## src/rtl/capture_shift_1_if.sv

```systemverilog
// -----------------------------------------------------------------------------
// capture_shift_1_if
//   Handshake and data bundle between a readback/debug controller and the
//   capture_shift_1 serialiser. Clock (C) and reset (CLR) are not carried here.
//
//   Signals
//     CE    : clock enable for every synchronous update
//     CAP   : capture request
//     D     : parallel word to capture (WIDTH bits)
//     RDY   : consumer ready for the current serial bit
//     Q     : current serial bit
//     VALID : Q carries a bit of an active frame
//     LAST  : Q carries the final bit of the frame
//     BUSY  : a frame is in progress (same as VALID)
//     OVR   : sticky flag, a capture request was dropped
//
//   Modports
//     master : controller side, drives CE/CAP/D/RDY
//     slave  : serialiser side, drives Q/VALID/LAST/BUSY/OVR
// -----------------------------------------------------------------------------
interface capture_shift_1_if #(
    parameter int WIDTH = 16
);
    logic             CE;
    logic             CAP;
    logic [WIDTH-1:0] D;
    logic             RDY;
    logic             Q;
    logic             VALID;
    logic             LAST;
    logic             BUSY;
    logic             OVR;

    modport master (
        output CE, CAP, D, RDY,
        input  Q, VALID, LAST, BUSY, OVR
    );

    modport slave (
        input  CE, CAP, D, RDY,
        output Q, VALID, LAST, BUSY, OVR
    );
endinterface

```

## src/rtl/capture_shift_1.sv

```systemverilog
// -----------------------------------------------------------------------------
// capture_shift_1
//   Falling-edge capture and serial readback register. On a capture request
//   the parallel word D is snapshotted into a shadow register and streamed
//   out MSB-first, one bit per accepted handshake (VALID & RDY).
//
//   Parameters
//     WIDTH : captured word width, 2..64
//     INIT  : level driven on Q while no frame is active
//
//   Ports
//     C     : clock, all state changes on the falling edge
//     CLR   : asynchronous active-high clear, dominant over everything
//     bus   : capture_shift_1_if.slave (CE, CAP, D, RDY in;
//             Q, VALID, LAST, BUSY, OVR out)
//
//   Build option
//     CAPTURE_PARITY_EN : append one even-parity trailer bit (XOR of the
//                         captured word) after the data bits; LAST then
//                         marks the parity bit instead of data bit 0.
// -----------------------------------------------------------------------------
module capture_shift_1 #(
    parameter int   WIDTH = 16,
    parameter logic INIT  = 1'b0
) (
    input  logic             C,
    input  logic             CLR,
    capture_shift_1_if.slave bus
);

`ifdef CAPTURE_PARITY_EN
    localparam int FRAME = WIDTH + 1;
`else
    localparam int FRAME = WIDTH;
`endif
    localparam int CNT_W = $clog2(WIDTH + 2);

    typedef enum logic {
        S_IDLE  = 1'b0,
        S_SHIFT = 1'b1
    } state_t;

    state_t           r_state;
    state_t           w_state_nxt;
    logic [WIDTH-1:0] r_shadow;
    logic [CNT_W-1:0] r_count;
    logic             r_ovr;
`ifdef CAPTURE_PARITY_EN
    logic             r_parity;
`endif

    logic w_at_last;
    logic w_accept;
    logic w_final;
    logic w_start;
    logic w_drop;
    logic w_q;
    logic w_valid;
    logic w_last;

    // Handshake decode. A capture is honoured only from IDLE or on the very
    // edge that retires the final bit, which gives gap-free back-to-back frames.
    assign w_at_last = (r_state == S_SHIFT) && (r_count == CNT_W'(FRAME - 1));
    assign w_accept  = bus.CE && (r_state == S_SHIFT) && bus.RDY;
    assign w_final   = w_accept && w_at_last;
    assign w_start   = bus.CE && bus.CAP && ((r_state == S_IDLE) || w_final);
    assign w_drop    = bus.CE && bus.CAP && (r_state == S_SHIFT) && !w_final;

    // -------------------------------------------------------------------------
    // FSM: state register
    // -------------------------------------------------------------------------
    // NOTE: sequential state uses non-blocking assignments so every flop
    // samples pre-edge values regardless of process evaluation order.
    always_ff @(negedge C or posedge CLR) begin
        if (CLR) begin
            r_state <= S_IDLE;
        end else begin
            r_state <= w_state_nxt;
        end
    end

    // -------------------------------------------------------------------------
    // FSM: next-state logic
    // -------------------------------------------------------------------------
    // NOTE: default assignment first so no path leaves the target unassigned
    // and no latch is inferred.
    always_comb begin
        w_state_nxt = r_state;
        unique case (r_state)
            S_IDLE: begin
                if (bus.CE && bus.CAP) begin
                    w_state_nxt = S_SHIFT;
                end
            end
            S_SHIFT: begin
                // Staying in SHIFT when a new capture lands on the final edge.
                if (w_final && !bus.CAP) begin
                    w_state_nxt = S_IDLE;
                end
            end
            default: w_state_nxt = S_IDLE;
        endcase
    end

    // -------------------------------------------------------------------------
    // FSM: outputs (decoded from registers only, no input-to-output path)
    // -------------------------------------------------------------------------
    always_comb begin
        w_valid = 1'b0;
        w_last  = 1'b0;
        w_q     = INIT;
        if (r_state == S_SHIFT) begin
            w_valid = 1'b1;
            w_last  = w_at_last;
            w_q     = r_shadow[WIDTH-1];
`ifdef CAPTURE_PARITY_EN
            // All data bits have gone; the trailer slot carries the parity.
            if (r_count == CNT_W'(WIDTH)) begin
                w_q = r_parity;
            end
`endif
        end
    end

    // -------------------------------------------------------------------------
    // Datapath: shadow word, bit counter, parity, overrun flag
    // -------------------------------------------------------------------------
    always_ff @(negedge C or posedge CLR) begin
        if (CLR) begin
            r_shadow <= '0;
            r_count  <= '0;
            r_ovr    <= 1'b0;
`ifdef CAPTURE_PARITY_EN
            r_parity <= 1'b0;
`endif
        end else if (bus.CE) begin
            if (w_start) begin
                r_shadow <= bus.D;
                r_count  <= '0;
`ifdef CAPTURE_PARITY_EN
                r_parity <= ^bus.D;
`endif
            end else if (w_accept) begin
                r_shadow <= {r_shadow[WIDTH-2:0], 1'b0};
                r_count  <= r_count + 1'b1;
            end
            // Sticky until CLR; a dropped request never disturbs the frame.
            if (w_drop) begin
                r_ovr <= 1'b1;
            end
        end
    end

    assign bus.Q     = w_q;
    assign bus.VALID = w_valid;
    assign bus.LAST  = w_last;
    assign bus.BUSY  = w_valid;
    assign bus.OVR   = r_ovr;

endmodule

```

## src/flat_wrapper.sv

```systemverilog
// flat-port wrapper written by rule: the top's interface ports become plain ports
module capture_shift_1_flat 
#(
    parameter int   WIDTH = 16,
    parameter logic INIT  = 1'b0
)
  (C, CLR, bus_CE, bus_CAP, bus_D, bus_RDY, bus_Q, bus_VALID, bus_LAST, bus_BUSY, bus_OVR);
  capture_shift_1_if #(.WIDTH(WIDTH)) bus_i ();
  input  logic C;
  input  logic CLR;
  input wire logic [$bits(bus_i.CE)-1:0] bus_CE;
  input wire logic [$bits(bus_i.CAP)-1:0] bus_CAP;
  input wire logic [$bits(bus_i.D)-1:0] bus_D;
  input wire logic [$bits(bus_i.RDY)-1:0] bus_RDY;
  output wire logic [$bits(bus_i.Q)-1:0] bus_Q;
  output wire logic [$bits(bus_i.VALID)-1:0] bus_VALID;
  output wire logic [$bits(bus_i.LAST)-1:0] bus_LAST;
  output wire logic [$bits(bus_i.BUSY)-1:0] bus_BUSY;
  output wire logic [$bits(bus_i.OVR)-1:0] bus_OVR;
  assign bus_i.CE = bus_CE;
  assign bus_i.CAP = bus_CAP;
  assign bus_i.D = bus_D;
  assign bus_i.RDY = bus_RDY;
  assign bus_Q = bus_i.Q;
  assign bus_VALID = bus_i.VALID;
  assign bus_LAST = bus_i.LAST;
  assign bus_BUSY = bus_i.BUSY;
  assign bus_OVR = bus_i.OVR;
  capture_shift_1 #(.WIDTH(WIDTH), .INIT(INIT)) u_core (.C(C), .CLR(CLR), .bus(bus_i));
endmodule
```

## config.mk

```make
export PLATFORM = sky130hd
export DESIGN_NAME = capture_shift_1_flat
export DESIGN_NICKNAME = d
export VERILOG_FILES = /design/src/rtl/capture_shift_1_if.sv /design/src/rtl/capture_shift_1.sv /design/src/flat_wrapper.sv
export SDC_FILE = /design/constraint.sdc
export NUM_CORES = 1
export LEC_CHECK = 0
export ABC_CLOCK_PERIOD_IN_PS = 4300
export CORE_UTILIZATION = 53
export CTS_CLUSTER_DIAMETER = 120
export DETAILED_ROUTE_END_ITERATION = 6
export PLACE_DENSITY = 0.87
export SLEW_MARGIN = 40
export SYNTH_ARGS = -nofsm -noshare
export SYNTH_HDL_FRONTEND = slang
export SYNTH_SLANG_ARGS = --single-unit
```

## constraint.sdc

```tcl
create_clock -name C -period 4.3 [get_ports C]
set_input_delay 0.645 -clock C [delete_from_list [all_inputs] [get_ports C]]
set_output_delay 0.645 -clock C [all_outputs]
set_load 0.02 [all_outputs]
```

# Word level (Yosys, flattened, before mapping)
# Cells that the tools add are included.
# word_totals
ff_bits,23
input_bits,21
out_inout_bits,5
wordCells,32
# classes
addsub,1
eq_ne,1
n_mux,10
n_bitwise,1
n_reduce_logical,15
# ops
cell,n
two-way mux 16 bit,2
two-way mux 5 bit,2
logical AND 1 bit,9
"adder 5 x 1 -> 5 bit, second input constant",1
"== test 5 x 4 -> 1 bit, second input constant",1
two-way mux 1 bit,5
AND reduction 2 bit,2
zero test 1 bit,2
one-hot mux 1 bit (2 select lines),1
nonzero test 2 bit,1
logical OR 1 bit,1
inverter 1 bit,1

# Depth between registers and ports, before layout
# depth
word_depth,7
ltp_mapped,7
ltp_nobuf,6

==> tab_implementation.tex <==
\begin{tabular}{lr}
\hline
Metric & Value \\
\hline
\multicolumn{2}{l}{\textbf{Route}} \\
\quad Post-DR vias/cell & 5.28 \\
\quad Number of DRC markers in iteration 0 & 12 \\
\quad Avg WL per Cell & 15.1 um \\
\quad TritonRoute pass-1 iters & 3 \\
\quad Wire length reported by the detailed router & 2380 um \\
\quad Overall via count from detail\_route & 835 \\
\quad Number of remaining DRC errors & 0 \\
\quad Count of antenna-violating nets left after detailed routing & 0 \\
\multicolumn{2}{l}{\textbf{Timing}} \\
\quad Pins Over Slew Limit & 0 \\
\quad Clock skew & 2.12 ps \\
\quad Setup Viol. Count Final & 0 \\
\quad Final worst setup slack & 1.75 ps \\
\quad Tightest Pin Transition & 289 ps \\
\quad Setup TNS & 0 ps \\
\quad Hold WS & 434 ps \\
\quad Final hold viol count & 0 \\
\quad Max-slew headroom & 80.7\% \\
\quad Unrepaired setup endpoints after global routing & true \\
\multicolumn{2}{l}{\textbf{Logic synthesis}} \\
\quad Total number of yosys warnings & 0 \\
\quad Synthesized-area fraction occupied by xor and xnor cells & 1.46\% \\
\quad Fraction of the mapped netlist area in simple logic gates & 7.63\% \\
\quad Top cell type's share of synthesized area & 48.1\% \\
\quad Most common cell in the netlist & dfrtn\_1 \\
\quad Number of register bits inferred by synthesis & 23 \\
\quad Largest cells by area after synthesis & dfrtn\_1 48\%, mux2\_4 16\%, mux2\_2 16\% \\
\quad Cell count after synthesis & 90 \\
\quad Number of enable-type register cells in the synthesized netlist & 0 \\
\quad Post-Syn Nets & 113 \\
\quad Syn avg cell area & 13.3 um2 \\
\quad Fraction of synthesized area in multiplexers & 34.0\% \\
\quad Post-synth cell types & 22 \\
\quad Post-synth top cells & 23 x dfrtn\_1, 17 x mux2\_2, 13 x mux2\_4, 6 x nand2\_1 \\
\quad Combinational family with the most area after synthesis & multiplexers \\
\quad Netlist area before placement & 1200 um2 \\
\quad Post-synth top flop & dfrtn\_1 \\
\quad Sequential area share after synthesis & 48.1\% \\
\quad Synthesized-area fraction occupied by ao, oa, aoi and oai cells & 2.51\% \\
\quad Synth Area in Adders & 2.09\% \\
\quad Area leader, netlist & dfrtn\_1 \\
\quad Async set or reset register ratio after synthesis & 100\% \\
\multicolumn{2}{l}{\textbf{Floorplanning}} \\
\quad Initial core utilization & 58.6\% \\
\quad Top-Level Pins & 26 \\
\quad Placement Rows & 16 \\
\quad Core area & 2040 um2 \\
\quad Die width & 49.5 um \\
\quad Floorplan die area & 2450 um2 \\
\quad Overall die height & 49.5 um \\
\multicolumn{2}{l}{\textbf{Clocking}} \\
\quad Clock latency reported for the late side of the worst-skew pair & 310 ps \\
\quad Number of buffers on the longest clock path & 2 \\
\quad CTS Root Cell & clkbuf\_4 \\
\quad Number of H-tree branching levels & 1 \\
\quad TritonCTS clock tree & yes \\
\quad Sinks on the clock net & 23 \\
\quad Clock Pin Slew Worst Setup and Hold Paths & 80 ps \\
\quad Number of buffers added by the clock tree synthesis step & 3 \\
\multicolumn{2}{l}{\textbf{Placed design}} \\
\quad Half-perimeter wire length after detailed placement & 1730 um \\
\quad Final weighted congestion of routability-driven global placement & 0.755 \\
\quad Worst slack after detailed placement & -116 ps \\
\quad Count of input and output buffers & 25 \\
\multicolumn{2}{l}{\textbf{Setup path}} \\
\quad Critical path type & flip-flop to output port \\
\quad Slowest Stage Delay on Critical Path & 440 ps \\
\quad Cell with the biggest individual delay on the critical path & dfrtn\_1 \\
\quad Ordered list of cells on the worst path & ha\_2 > and3\_4 > ha\_4 > and2\_4 > buf\_6 \\
\quad Worst endpoint required time & 3650 ps \\
\quad Type of origin of the critical path & flip-flop \\
\quad Critical Path Sink Type & output port \\
\quad Arrival time at the worst endpoint & 3650 ps \\
\quad Top fanout value on the critical path & 3 \\
\multicolumn{2}{l}{\textbf{GRT}} \\
\quad Maximum number of pins on one net before global-route repair & 24 \\
\quad Via count of the first global-routing pass & 866 \\
\quad Overflow left after global routing & 0 \\
\quad Wire length of the first global-routing pass & 3740 um \\
\quad Global Route Usage Sum & 21.0\% \\
\quad Initial antenna violation count & 0 \\
\multicolumn{2}{l}{\textbf{Job}} \\
\quad Maximum capacitance violations & 0 \\
\multicolumn{2}{l}{\textbf{Power}} \\
\quad Cell area power density & 477 nW/um2 \\
\quad Static power due to leakage & 0.790 nW \\
\quad Peak VDD IR & 0.000342 V \\
\multicolumn{2}{l}{\textbf{Cells and area}} \\
\quad Total number of nets in the final design & 155 \\
\quad Area growth from synthesis to layout & 37.5\% \\
\quad Final core utilization & 80.6\% \\
\quad Fraction of final layout cells sized beyond drive strength 1 & 44.3\% \\
\quad Number of diodes added for antenna fixing & 0 \\
\multicolumn{2}{l}{\textbf{Worst hold path}} \\
\quad Type of the most critical hold path & flip-flop to flip-flop \\
\multicolumn{2}{l}{\textbf{Status}} \\
\quad Run status & complete, no violations \\
\hline
\end{tabular}
power by group:
| part | switching (W) | internal, W |
|---|---|---|
| Sequential | 0.0000503 | 0.000308 |
| Combinational | 0.000112 | 0.000215 |
| Clock | 0.0000641 | 0.0000363 |
| Total | 0.000226 | 0.000560 |
cell type report:
class                           count  area (um2)
Sequential cell                    23         576
Timing Repair Buffer               42         403
Clock buffer                        4        26.3
Tap cell                           27        33.8
Fill cell                         130         395
Inverter                            3        11.3
Multi-Input combinational cell     59         597
cells in the final DEF (no fill, tap or decap), types with 2 or more instances in the layout:
cell              n
dfrtn_1          23
mux2i_1           2
buf_12            2
nor2_1            3
nand2_1           6
a21oi_1           2
buf_4            15
mux2_4           13
clkbuf_4          3
mux2_2           17
inv_1             3
xor2_1            2
clkdlybuf4s50_1  23
nand3_1           2
final timing paths:
kind	startpoint	to	slack [ps]	cells after the start
setup / recovery	u_core.r_count[0]	bus_LAST	2	5
hold / removal	u_core.bus.OVR	u_core.bus.OVR	430	1
setup reg to reg	u_core.r_count[0]	u_core.r_shadow[3]	2360	7
hold reg to reg	u_core.bus.OVR	u_core.bus.OVR	430	1
max in group asynchronous	CLR	u_core.r_shadow[9]	1330	3
min in group asynchronous	CLR	u_core.r_shadow[12]	2710	3
per-layer routing:
metal | track usage, % | vias to the layer above | routed length, um
met5 | 0 | - | 0
met4 | 10.0 | 0 | 43
met3 | 2.78 | 4 | 65
met2 | 38.1 | 20 | 1290
met1 | 24.0 | 415 | 981
li1 | - | 396 | -
critical path: cells and delay by family, from the launching register on:
| kind | cells | cell delay (ps) |
|---|---|---|
| adder cells (fa/ha/maj) | 2 | 330 |
| flip-flops | 1 | 440 |
| buffers and inverters | 1 | 110 |
| AND/OR/NAND/NOR | 2 | 340 |
flip-flops by register name (all words and copies together) (netlist names):
register,count
u_core.r_shadow,16
u_core.r_count,5
u_core.bus.OVR,1
u_core.r_state,1
metrics by stage:
stage,total power [W],area [um2],cells
2_1_floorplan,0.000564,1200,90
3_3_place_gp,0.000653,1580,152
3_5_place_dp,0.000678,1580,152
4_1_cts,0.000776,1610,156
5_1_grt,0.000836,1650,158
6_report,0.000786,1650,158
repair_timing:
action	4_1_cts	5_1_grt
hold buffers	0	0
cloned	0	0
buffers inserted	0	2
pin swaps	1	2
resized for setup	8	4
setup endpoints to repair	2	1
cells by family after synthesis:
kind of cell,count (synthesis)
simple gates,18
fa+ha+maj,2
flops,23
xor+xnor,2
mux,32
compound gates,5
buf+inv,8
Power figures use the tool's default switching activity.
